**src/rtl/alu_arbiter.sv**
```systemverilog
`default_nettype none
// ==========================================================================
// alu_arbiter : round-robin front end sequencing two requesters onto a
//               shared combinational ALU (IDLE -> EXEC -> DONE).
// Rev 1.0
// ==========================================================================
module alu_arbiter (
  input  logic       Clk,
  input  logic       Reset_n,
  input  logic       Req0,
  input  logic       Req1,
  input  logic [7:0] InA0,
  input  logic [7:0] InB0,
  input  logic [7:0] InA1,
  input  logic [7:0] InB1,
  input  logic [4:0] Imm0,
  input  logic [4:0] Imm1,
  input  logic [2:0] Op0,
  input  logic [2:0] Op1,
  output logic       Gnt0,
  output logic       Gnt1,
  output logic       Done0,
  output logic       Done1,
  output logic [7:0] Result,
  output logic       ZeroOut,
  output logic       Busy,
  output logic [7:0] AluA,
  output logic [7:0] AluB,
  output logic [4:0] AluImm,
  output logic [2:0] AluOp,
  input  logic [7:0] AluOut,
  input  logic       AluZero
);

  localparam logic [1:0] ST_IDLE = 2'd0;
  localparam logic [1:0] ST_EXEC = 2'd1;
  localparam logic [1:0] ST_DONE = 2'd2;

  logic [1:0] state_q, state_d;

  logic       gnt0_q, gnt0_d;
  logic       gnt1_q, gnt1_d;
  logic       done0_q, done0_d;
  logic       done1_q, done1_d;
  logic       winner_q, winner_d;
  logic       last_gnt_q, last_gnt_d;
  logic [7:0] opa_q, opa_d;
  logic [7:0] opb_q, opb_d;
  logic [4:0] imm_q, imm_d;
  logic [2:0] op_q, op_d;
  logic [7:0] result_q, result_d;
  logic       zero_q, zero_d;

  logic       any_req;
  logic       pick;

  assign any_req = Req0 | Req1;
  // Contested requests go to whoever was not granted last.
  assign pick    = (Req0 & Req1) ? ~last_gnt_q : Req1;

  always_ff @(posedge Clk or negedge Reset_n) begin
    if (!Reset_n) begin
      state_q <= ST_IDLE;
    end else begin
      state_q <= state_d;
    end
  end

  always_comb begin
    state_d = state_q;
    case (state_q)
      ST_IDLE: if (any_req) state_d = ST_EXEC;
      ST_EXEC: state_d = ST_DONE;
      ST_DONE: state_d = ST_IDLE;
      default: state_d = ST_IDLE;
    endcase
  end

  always_comb begin
    Busy   = (state_q != ST_IDLE);
    AluA   = 8'd0;
    AluB   = 8'd0;
    AluImm = 5'd0;
    AluOp  = 3'd0;
    if (state_q == ST_EXEC) begin
      AluA   = opa_q;
      AluB   = opb_q;
      AluImm = imm_q;
      AluOp  = op_q;
    end
  end

  always_comb begin
    gnt0_d     = 1'b0;
    gnt1_d     = 1'b0;
    done0_d    = 1'b0;
    done1_d    = 1'b0;
    winner_d   = winner_q;
    last_gnt_d = last_gnt_q;
    opa_d      = opa_q;
    opb_d      = opb_q;
    imm_d      = imm_q;
    op_d       = op_q;
    result_d   = result_q;
    zero_d     = zero_q;
    if (state_q == ST_IDLE && any_req) begin
      winner_d   = pick;
      last_gnt_d = pick;
      gnt0_d     = ~pick;
      gnt1_d     = pick;
      opa_d      = pick ? InA1 : InA0;
      opb_d      = pick ? InB1 : InB0;
      imm_d      = pick ? Imm1 : Imm0;
      op_d       = pick ? Op1  : Op0;
    end
    if (state_q == ST_EXEC) begin
      result_d = AluOut;
      zero_d   = AluZero;
      done0_d  = ~winner_q;
      done1_d  = winner_q;
    end
  end

  always_ff @(posedge Clk or negedge Reset_n) begin
    if (!Reset_n) begin
      gnt0_q     <= 1'b0;
      gnt1_q     <= 1'b0;
      done0_q    <= 1'b0;
      done1_q    <= 1'b0;
      winner_q   <= 1'b0;
      last_gnt_q <= 1'b1;
      opa_q      <= 8'd0;
      opb_q      <= 8'd0;
      imm_q      <= 5'd0;
      op_q       <= 3'd0;
      result_q   <= 8'd0;
      zero_q     <= 1'b0;
    end else begin
      gnt0_q     <= gnt0_d;
      gnt1_q     <= gnt1_d;
      done0_q    <= done0_d;
      done1_q    <= done1_d;
      winner_q   <= winner_d;
      last_gnt_q <= last_gnt_d;
      opa_q      <= opa_d;
      opb_q      <= opb_d;
      imm_q      <= imm_d;
      op_q       <= op_d;
      result_q   <= result_d;
      zero_q     <= zero_d;
    end
  end

  assign Gnt0    = gnt0_q;
  assign Gnt1    = gnt1_q;
  assign Done0   = done0_q;
  assign Done1   = done1_q;
  assign Result  = result_q;
  assign ZeroOut = zero_q;

endmodule
`default_nettype wire

```
**config.mk**
```make
export PLATFORM = sky130hd
export DESIGN_NAME = alu_arbiter
export DESIGN_NICKNAME = d
export VERILOG_FILES = /design/src/rtl/alu_arbiter.sv
export SDC_FILE = /design/constraint.sdc
export NUM_CORES = 1
export LEC_CHECK = 0
export CAP_MARGIN = 15
export CORE_AREA = 2 2 71 73
export CTS_CLUSTER_DIAMETER = 30
export DETAILED_ROUTE_END_ITERATION = 10
export DIE_AREA = 0 0 73 75
export PLACE_DENSITY = 0.88
export SYNTH_ARGS = -nofsm -noshare
export SYNTH_HDL_FRONTEND = slang
export SYNTH_SLANG_ARGS = --single-unit
```
**constraint.sdc**
```tcl
create_clock -name Clk -period 3.86 [get_ports Clk]
set_input_delay 0.772 -clock Clk [delete_from_list [all_inputs] [get_ports Clk]]
set_output_delay 0.772 -clock Clk [all_outputs]
set_load 0.01 [all_outputs]
```
Word level (Yosys, flattened, before mapping). Cells that the tools add are included.

Flip-flop bits (word level): 41. Logic and storage cells: 38. Input port bits: 61.

Eq/ne operators: 2. Bitwise operators: 5. Reduce and logical (&&, ||, !) cells: 3. Multiplexer cells: 15.

Operators by type and width (count): 8-bit two-way mux (4); 5-bit two-way mux (2); 3-bit two-way mux (2); 1-bit two-way mux (5); 2-bit case mux with 2 select lines (1); 1-bit inverter (3); 2-bit by 1-bit equality test with 1-bit output (second input constant) (1); 2-bit logical NOT (1); 2-bit two-way mux (1); 2-bit inequality test (second input constant) (1); 2-bit nonzero test (1); 1-bit bitwise AND (1); 1-bit logical AND (1); 1-bit OR (1).

Depth between registers and ports, before layout.
Depth in word-level cells: 4. Gate-level depth with buffers: 5. Gate-level depth less buffers: 4.

Least setup slack after synthesis. Ideal clock, no wire load.

Path type: register to output. Start: reg state_q[1]. End: out AluA[0]. Cell stages (with the launch flop): 5. Arrival time: 1.044 ns. Path slack: 2.044 ns. Data required time: 3.088 ns. Cells stage by stage: dfrtp_1 nor2b_1 buf_2 clkbuf_1 and2_1.

Word-level cells in the longest chain between the ends: 2.

RTL lines: start: declaration (RTL line 39) `logic [1:0] state_q, state_d;`; start signal: assignment (RTL line 65) `state_q <= state_d;`; 2-bit by 1-bit equality test with 1-bit output (RTL line 85) `if (state_q == ST_EXEC) begin`; 8-bit two-way mux (RTL line 85); end: declaration (RTL line 27) `output logic [7:0] AluA,`.

Every way passes these cells.

Final worst setup path.
Start: reg state_q[1]. End: out AluOp[0].

Word-level cells in the longest chain between the ends: 2.

RTL lines: 2-bit by 1-bit equality test with 1-bit output (RTL line 85); 3-bit two-way mux (RTL line 85); end: declaration (RTL line 30) `output logic [2:0] AluOp,`.

Every way passes these cells.

==> results.txt <==
----------------------------------------------------
[Timing]
  Final setup slack of the worst path ... 0.940 ns
  Max-Slew Margin vs Limit ... 0.327
  Peak Freq ... 0.342 GHz
  Final number of hold-violating endpoints ... 0
  Setup repair after global routing missed its margin ... false
  Setup tns final ... 0 ns
  Max-slew violations ... 0
  Worst Tran Pin Value ... 1.01 ns
  Fin crit share ... 0.757
  Time the final worst path needs with I/O delays and setup ... 2.92 ns
  Clock Skews ... 0.00801 ns
  Setup violations, final ... 0

[Routing]
  DRC ... 0
  Detailed-routing iteration count for the pre-antenna-repair pass ... 4
  Number of DRC markers in iteration 0 ... 70
  Wire length reported by the detailed router ... 4650 um
  Total vias in the final route ... 1544
  Remaining antenna violation count after routing ... 0
  Routed length per instance ... 15.7 um
  Via-per-instance ratio ... 5.22

[Logic synthesis]
  Seq cells post-synth ... 41
  Synthesized instance count ... 150
  Mux contribution to synthesized area ... 0.0537
  Most repeated cell in the gate-level netlist after synthesis ... dfrtp_1
  Area fraction in and, or, nand and nor cells after synthesis ... 0.107
  Synth warnings ... 0
  Largest cells by area after synthesis ... dfrtp_1, a221o_1, o21a_1
  Top_reg_cell synth ... dfrtp_1
  Synth Area in XOR/XNOR ... 0
  Fraction of the mapped netlist area in compound gates ... 0.233
  Async set-reset flop share out of synthesis ... 1.00
  Sequential element share of the synthesized area ... 0.544
  Count of cell types in the netlist ... 20
  Most common library cells after synthesis ... dfrtp_1, and2_1, a221o_1, o21a_1, mux2_2
  Cell area after synthesis ... 1890 um2
  Main combinational cell family by area after synthesis ... compound AO/OA/AOI/OAI gates
  Post-Synth Adder-Cell Area ... 0
  Count of flip-flops with a built-in enable after synthesis ... 0
  Net count of the mapped netlist ... 211
  Dominant cell type by area after synthesis ... dfrtp_1
  Synthesized area per cell ... 12.6 um2
  Top cell type's share of synthesized area ... 0.531

[Critical path]
  CP startpoint kind ... flip-flop
  Crit Path Max Fanout ... 19
  Required time reported for the critical path endpoint ... 3.09 ns
  Reg-to-reg critical path startpoint ... state_q[1]
  Endpoint of the lowest-slack register-to-register path ... opb_q[6]
  Register-to-register setup slack ... 2.07 ns
  Category of the critical setup timing path ... reg -> out
  R2r worst-path depth ... 3
  Data arrival time at the worst-slack endpoint ... 2.15 ns
  Critical path endpoint category ... output port

[Cells and area]
  Fill cell instance count of the final layout ... 388
  Post-Route Utilization ... 0.627
  Ant. Diodes ... 0
  Number of nets in the finished design ... 303
  Area growth syn-to-layout ... 54.8%
  Post-Layout Cell Count ... 296
  Share of layout cells above drive strength 1 ... 0.0909

[GRT]
  Initial antenna violation count ... 0
  Wire length of the first global-routing pass ... 7200 um
  Tot GR Track Use ... 0.175
  Pin count of the biggest net entering global routing ... 42
  Vias in the first global route ... 1562
  Global-route congestion overflow total ... 0

[Pwr]
  Leakage power summed over all cells ... 0.00122 uW
  Power Dens Cells ... 714 nW/um2
  Max IR drop VDD ... 0.310 mV
  Overall power after layout ... 2080 uW

[Placement]
  Global placement routability congestion ... 0.764
  Number of cells after detailed placement ... 289
  Half-perimeter wire length after detailed placement ... 3270 um
  Worst slack at placement ... 1.20 ns
  Input/output buffers ... 98

[Worst hold path]
  Number of cells on the worst hold path ... 1
  End of the worst hold path ... Done0
  Type of the tightest min-delay check ... reg -> reg
  Hold_sp ... winner_q

[Run]
  Number of violations of the max-capacitance limit ... 0

[Clock network]
  Hold buffer count at cts ... 0
  Depth of the CTS H-tree ... 2
  Cell chosen for the clock root ... clkbuf_8
  Bufs on Longest Clock Path ... 2
  TritonCTS clock tree ... done
  Buffers inserted during post-CTS setup optimization ... 0
  Reg clk slew, reported paths ... 0.08 ns
  Number of buffers created by CTS ... 5
  Clock sink count ... 41
  Post-CTS resize count ... 0
  Skew-Pair Late Insertion Delay ... 0.29 ns

[Die]
  Die Area ... 5480 um2
  Die span in x ... 73 um
  Initial cell density of the core ... 0.405
  Area of the placeable core ... 4660 um2
  I/O Pins ... 99
  Vertical extent of the die ... 75 um
  Site row count ... 25

[Outcome]
  Status ... finished clean

----------------------------------------------------
-- cell families after synthesis --
| group | count (synthesis) |
|---|---|
| DFF | 41 |
| buffers and inverters | 16 |
| and+or+nand+nor | 33 |
| AOI/OAI and AO/OA | 51 |
| muxes | 9 |
-- stage by stage --
stage	hold slack (ns)	area (um2)
after floorplan	0.417	1890
after global placement	0.439	2830
after detailed placement	0.452	2830
after CTS	0.465	2920
after global routing	0.484	2920
final	0.460	2920
-- worst max-delay path: stages (launching register included) --
cell,delay (ns)
dfrtp_1,0.40
nor2b_2,0.44
buf_4,0.32
and2_1,0.17
clkdlybuf4s50_1,0.54
-- worst max path at each step --
stage,start,to,slack [ns],cells after the start
2_1_floorplan,state_q[1],AluA[0],2.04,4
3_3_place_gp,state_q[1],AluB[1],1.29,4
3_5_place_dp,state_q[1],AluOp[0],1.20,4
4_1_cts,state_q[1],AluB[2],0.88,4
5_1_grt,state_q[1],AluOp[0],0.73,4
6_report,state_q[1],AluOp[0],0.94,4
-- flip-flops by register name (all words and copies together) (netlist names) --
name	count
Done0	1
Done1	1
Gnt0	1
Gnt1	1
Result	8
ZeroOut	1
imm_q	5
last_gnt_q	1
op_q	3
opa_q	8
opb_q	8
state_q	2
winner_q	1
-- final cells by class --
class / count / area, um2 / share of cell area
inverter: 2 / 7.51 / 0.00257
sequential: 41 / 1030 / 0.352
tap: 54 / 67.6 / 0.0231
multi-input combinational: 93 / 748 / 0.256
clock buffer: 7 / 86.3 / 0.0296
timing repair buffer: 99 / 983 / 0.337
-- power breakdown --
group	leakage [uW]	total, uW	internal (uW)	switching, uW
registers	0.000502	739	642	96.9
clock network	0.0000443	278	142	136
logic	0.000670	1070	626	441
total	0.00122	2080	1410	675
-- layout by cell type (no fill, tap or decap) --
master	Yosys	final
clkbuf_8	0	6
inv_2	1	1
nand2_1	1	1
buf_2	6	1
a221o_1	24	24
mux2_2	9	9
o21ai_0	1	1
a21o_1	2	2
clkdlybuf4s50_1	0	97
nor2b_2	0	1
o21a_1	24	24
clkbuf_1	2	1
dfrtp_1	40	40
buf_4	0	1
and3_1	2	2
and2_1	25	25
inv_1	1	1
nor2_2	1	2
nor2b_1	2	1
nand2b_1	1	1
dfstp_2	1	1
-- per-layer routing --
metal	up-vias	part of all wire	global-route usage	wire, um
met1	745	0.40	0.194	1870
met4	0	0.020	0.0926	95
met2	60	0.52	0.317	2410
met5	-	0	0	0
met3	8	0.058	0.0335	269
li1	731	-	-	-
Power figures use the tool's default switching activity.
==> variant 1, RTL diff (same settings) <==
`opa_q` no longer has a reset.
--- a/src/rtl/alu_arbiter.sv
+++ b/src/rtl/alu_arbiter.sv
@@ -130,5 +130,4 @@
       winner_q   <= 1'b0;
       last_gnt_q <= 1'b1;
-      opa_q      <= 8'd0;
       opb_q      <= 8'd0;
       imm_q      <= 5'd0;
@@ -143,5 +142,4 @@
       winner_q   <= winner_d;
       last_gnt_q <= last_gnt_d;
-      opa_q      <= opa_d;
       opb_q      <= opb_d;
       imm_q      <= imm_d;
@@ -150,4 +148,8 @@
       zero_q     <= zero_d;
     end
+  end
+
+  always_ff @(posedge Clk) begin
+    opa_q <= opa_d;
   end
 
Behaviour: same outputs for any inputs over 10 cycles, from zero or initial values and one cycle with Reset_n low; that may be too few to reach the edited logic, so the function may still have changed.
==> variant 1 against the original RTL <==
Total power is 1.3% lower. Sequential cell count stayed put. Synthesized area is 5.1% higher. Design area is 5.7% higher. Global-route usage is 1.6 points lower. Via count is 8.2% lower. Wire length is 12% lower. Clock power is 5% lower. Worst setup slack worse by 0.031 ns. Clock skew is 0.0016 ns lower. Sequential share of layout area is 0.61 points lower. Critical path type unchanged. Largest power group unchanged. Highest routed layer unchanged.
==> variant 1: results <==
set metrics [dict create \
    hold_end "Done0$_DFF_PN0_" \
    synthTopCellsByCount "dfrtp_1 (32), mux2_2 (31), and2_1 (25)" \
    post_synth_mux_area_share_pct 31.2 \
    yosys-top-cells-area "dfrtp_1 (40%), mux2_2 (18%), mux2_4 (14%), edfxtp_1 (12%), and2_1 (7.9%)" \
    track_usage_pct 15.9 \
    fillers 370 \
    outcome "completed" \
    drive_gt1_share_pct 27.8 \
    synthAdderAreaFrac_pct 0 \
    cellInternalPower_uw 1440 \
    slew_headroom_pct 60.7 \
    gp_congestion 0.706 \
    post-dp-hpwl_um 3130 \
    cts_resized 0 \
    synth_xor_area_share_pct 0 \
    r2r_cells 4 \
    synth-edff-count 8 \
    port_buffers 98 \
    synth_nets 196 \
    hold_path.class "reg2reg" \
    path_class "reg2out" \
    reg2reg_slack_ns 2.11 \
    num-nets-final 297 \
    synth-seq-area-share_pct 53.8 \
    reg2reg_to "imm_q[4]$_DFFE_PN0P_" \
    cts_made_buffers 5 \
    first_pass_iters 4 \
    skew_ns 0.00638 \
    p_leak_uw 0.00128 \
    synth_compound_area_share_pct 2.33 \
    yosysWarnings 0 \
    cts.clk_slew.worst_paths_ns 0.08 \
    ir_drop_mv 0.312 \
    routedWlPerCell_um 14.0 \
    cp.arrival_ns 2.18 \
    drt_iter0_drc 34 \
    grt_pass1_vias 1389 \
    grt_max_degree 34 \
    antenna_found_initial 0 \
    hp-start "winner_q$_DFFE_PN0P_" \
    netlist-cell-type-count 22 \
    grt_pass1_wl_um 6530 \
    diodes 0 \
    async_flop_share_pct 80.5 \
    synth_top_family_by_area "multiplexers" \
    cp_max_fo 20 \
    via_per_inst 4.87 \
]
==> variant 1: through the flow <==
stage	cells	hold WS, ns	setup WS (ns)	utilization, %	instance area, sq um
finish	291	0.461	0.908	66.3	3090
global route	291	0.502	0.702	66.3	3090
CTS	291	0.468	0.873	66.3	3090
detailed placement	283	0.450	1.19	64.5	3010
global placement	283	0.431	1.24	64.5	3010
floorplan	135	0.417	1.91	-	1980
==> variant 1: per-layer routing <==
| layer | part of all wire, % | vias to the layer above | GRT usage (%) |
|---|---|---|---|
| met1 | 39 | 688 | 17.7 |
| li1 | - | 664 | - |
| met5 | 0 | - | 0 |
| met4 | 0.66 | 0 | 4.32 |
| met2 | 53 | 64 | 29.2 |
| met3 | 6.9 | 2 | 5.22 |
==> variant 1: area by class of cell <==
cell class                      instances  area (sq um)  area share, %
Sequential cell                        41          1070           34.6
Timing Repair Buffer                  101          1000           32.5
Multi-Input combinational cell         84           856           27.7
Clock buffer                            6          72.6           2.35
Tap cell                               54          67.6           2.19
Inverter                                3          11.3          0.365
Clock inverter                          2          10.0          0.324
==> variant 1: cell families after synthesis <==
| family | after synthesis |
|---|---|
| muxes | 49 |
| and+or+nand+nor | 30 |
| AOI/OAI and AO/OA | 5 |
| DFF | 41 |
| buffers and inverters | 10 |
==> variant 1: power groups by stage <==
stage          logic, uW  clock network, uW  registers, uW
2_1_floorplan        574                  0            764
3_3_place_gp        1050                  0            748
3_5_place_dp        1070                  0            759
4_1_cts             1070                275            751
5_1_grt             1140                297            774
6_report            1050                263            746
==> variant 1: worst max path at each step <==
stage	end	depth (start not counted)
6_report	AluA[6]	4
5_1_grt	AluA[6]	4
4_1_cts	AluA[6]	4
3_5_place_dp	imm_q[0]$_DFFE_PN0P_	5
3_3_place_gp	imm_q[1]$_DFFE_PN0P_	5
2_1_floorplan	opa_q[0]$_DFFE_PP_	4
==> variant 1: critical path, stage by stage (launching register included) <==
cell and delay (ns):
dfrtp_1 0.40, nor2b_2 0.44, buf_4 0.34, and2_1 0.18, clkdlybuf4s50_1 0.54
==> variant 2, RTL diff (config.mk and constraints unchanged) <==
Made on the original files. Reset style: synchronous (`Reset_n`), changed in 2 clocked blocks.
--- a/src/rtl/alu_arbiter.sv
+++ b/src/rtl/alu_arbiter.sv
@@ -59,5 +59,5 @@
   assign pick    = (Req0 & Req1) ? ~last_gnt_q : Req1;
 
-  always_ff @(posedge Clk or negedge Reset_n) begin
+  always_ff @(posedge Clk) begin
     if (!Reset_n) begin
       state_q <= ST_IDLE;
@@ -122,5 +122,5 @@
   end
 
-  always_ff @(posedge Clk or negedge Reset_n) begin
+  always_ff @(posedge Clk) begin
     if (!Reset_n) begin
       gnt0_q     <= 1'b0;
Function: differs if Reset_n is asserted again (counterexample within 4 cycles, from zero or initial values and one cycle with Reset_n low); with Reset_n held inactive, the same outputs for 10 cycles.
==> variant 2 against the original RTL <==
Fmax shrank 0.34%. Sequential cell count is the same. Synthesized cell count grew 53%. Worst setup slack lost 0.0099 ns. Global-route usage grew 2.2 points. Synthesized area grew 4.3%. Wire length grew 10%. Critical path depth is the same. Non-clock buffer count grew 2. Design area grew 3.5%. Cell count grew 26%. Critical path type unchanged. Register-to-register slack lost 0.04 ns. Core utilization grew 2.2 points.
Power is not compared: it rests on default switching activity, and its combinational part moved more than twofold at a synthesized area within 25%.
==> variant 2: results <==
set metrics [dict create \
    slew_headroom_pct 25.3 \
    synth_nets 291 \
    ir_drop_mv 0.181 \
    post-dp-hpwl_um 3550 \
    ant_nets 0 \
    crit_family "buffers and inverters" \
    drive_gt1_share_pct 11.9 \
    hp-start "Result[3]$_SDFFE_PN0N_" \
    first_pass_iters 4 \
    synth-seq-area-share_pct 41.7 \
    gp_congestion 0.684 \
    path_class "reg2out" \
    cp_max_fo 21 \
    track_usage_pct 19.7 \
    cts_made_buffers 5 \
    skew_ns 0.00247 \
    reg2reg_to "opa_q[0]$_SDFFE_PN0P_" \
    r2r_cells 3 \
    reg2reg_slack_ns 2.03 \
    drc 0 \
    cp.arrival_ns 2.16 \
    yosysWarnings 0 \
    drt_iter0_drc 114 \
    cts_resized 0 \
    synth_flop_cell "dfxtp_1" \
    cp_slowest_cell "clkdlybuf4s50_1" \
    antenna_found_initial 0 \
    async_flop_share_pct 0 \
    clk_latency_ns 0.29 \
    cts_setup_buffers 0 \
    htree_levels 2 \
    hold_depth 2 \
    diodes 0 \
    cts_root_buf "clkbuf_8" \
    cts.clk_slew.worst_paths_ns 0.08 \
    yosys-top-cells-area "dfxtp_1 (42%), a311oi_2 (15%), nand2_1 (13%), a21oi_1 (8.9%), and2_1 (7.9%)" \
    outcome "completed" \
    cts_buffer_depth 2 \
    hold_path.class "reg2reg" \
    p_leak_uw 0.00113 \
    crit_path_max_incr_delay_ns 0.55 \
    setup_violations 0 \
    port_buffers 98 \
    hold_end "Result[3]$_SDFFE_PN0N_" \
    whs_ns 0.454 \
    p_sw_uw 296 \
    netlist-cell-type-count 24 \
    grt_max_degree 38 \
    synthTopCellsByCount "nand2_1 (67), dfxtp_1 (41), a21oi_1 (35)" \
    grt_pass1_wl_um 8360 \
    timing.rr.start "last_gnt_q$_SDFFE_PN1P_" \
    num-nets-final 378 \
    num_vias 1915 \
    drt_wl_total_um 5130 \
]
-- variant 2: cell count changes in the layout (fill, tap and decap cells not counted), sizes merged, moves of 2 or more --
cell    unedited run  this run
dfrtp             40         0
a21bo              0         2
o21a              24         0
dfxtp              0        41
a21o               2         0
nand2              1        67
a221o             24         0
a21oi              0        35
a311oi             0        24
mux2               9         0
-- variant 2: logic make-up after synthesis --
| family | Yosys count | share of synthesized area, % |
|---|---|---|
| compound gates | 63 | 27.8 |
| buf+inv | 23 | 6.61 |
| flops | 41 | 41.7 |
| simple gates | 103 | 23.9 |
-- variant 2: worst max-delay path by stage --
stage	startpoint	endpoint	slack [ns]
finish	state_q[0]$_SDFFE_PN0P_	AluImm[1]	0.93
global route	state_q[0]$_SDFFE_PN0P_	AluImm[1]	0.80
CTS	state_q[0]$_SDFFE_PN0P_	AluImm[1]	0.93
detailed placement	Req1	imm_q[2]$_SDFFE_PN0P_	1.15
global placement	Req1	imm_q[1]$_SDFFE_PN0P_	1.24
floorplan	state_q[0]$_SDFFE_PN0P_	AluA[7]	2.00
-- variant 2: cell type report --
type / instances / area (sq um)
clock buffer: 7 / 96.3
multi-input combinational: 166 / 1020
clock inverter: 1 / 5.00
timing repair buffer: 101 / 1000
inverter: 2 / 7.51
fill: 407 / 1640
sequential: 41 / 821
tap: 54 / 67.6
-- variant 2: power groups by stage --
stage	sequential (uW)	combinational [uW]	clock, uW
after floorplan	492	162	0
after global placement	490	277	0
after detailed placement	493	283	0
after CTS	483	283	312
after global routing	488	308	332
final	484	281	306
-- variant 2: per-layer routing --
layer / global-route usage (%) / vias to the layer above / wire length [um]
met2: 35.5 / 77 / 2560
met4: 6.79 / 0 / 72
met3: 6.83 / 6 / 367
met1: 21.6 / 874 / 2130
met5: 0 / - / 0
li1: - / 958 / -
-- variant 2: tightest hold or removal path, stage by stage, from the launching register on --
cell	delay [ns]
dfxtp_1	0.31
nand2_1	0.05
a21oi_1	0.05
-- variant 2: per-stage QoR --
stage               std cells  power (uW)  worst slack, ns  instance area, sq um  util [%]
floorplan                 230         654             2.00                  1970         -
global placement          364         767             1.24                  2920      62.7
detailed placement        364         775             1.15                  2920      62.7
CTS                       372        1080            0.930                  3020      64.9
global route              372        1130            0.799                  3020      64.9
finish                    372        1070            0.930                  3020      64.9
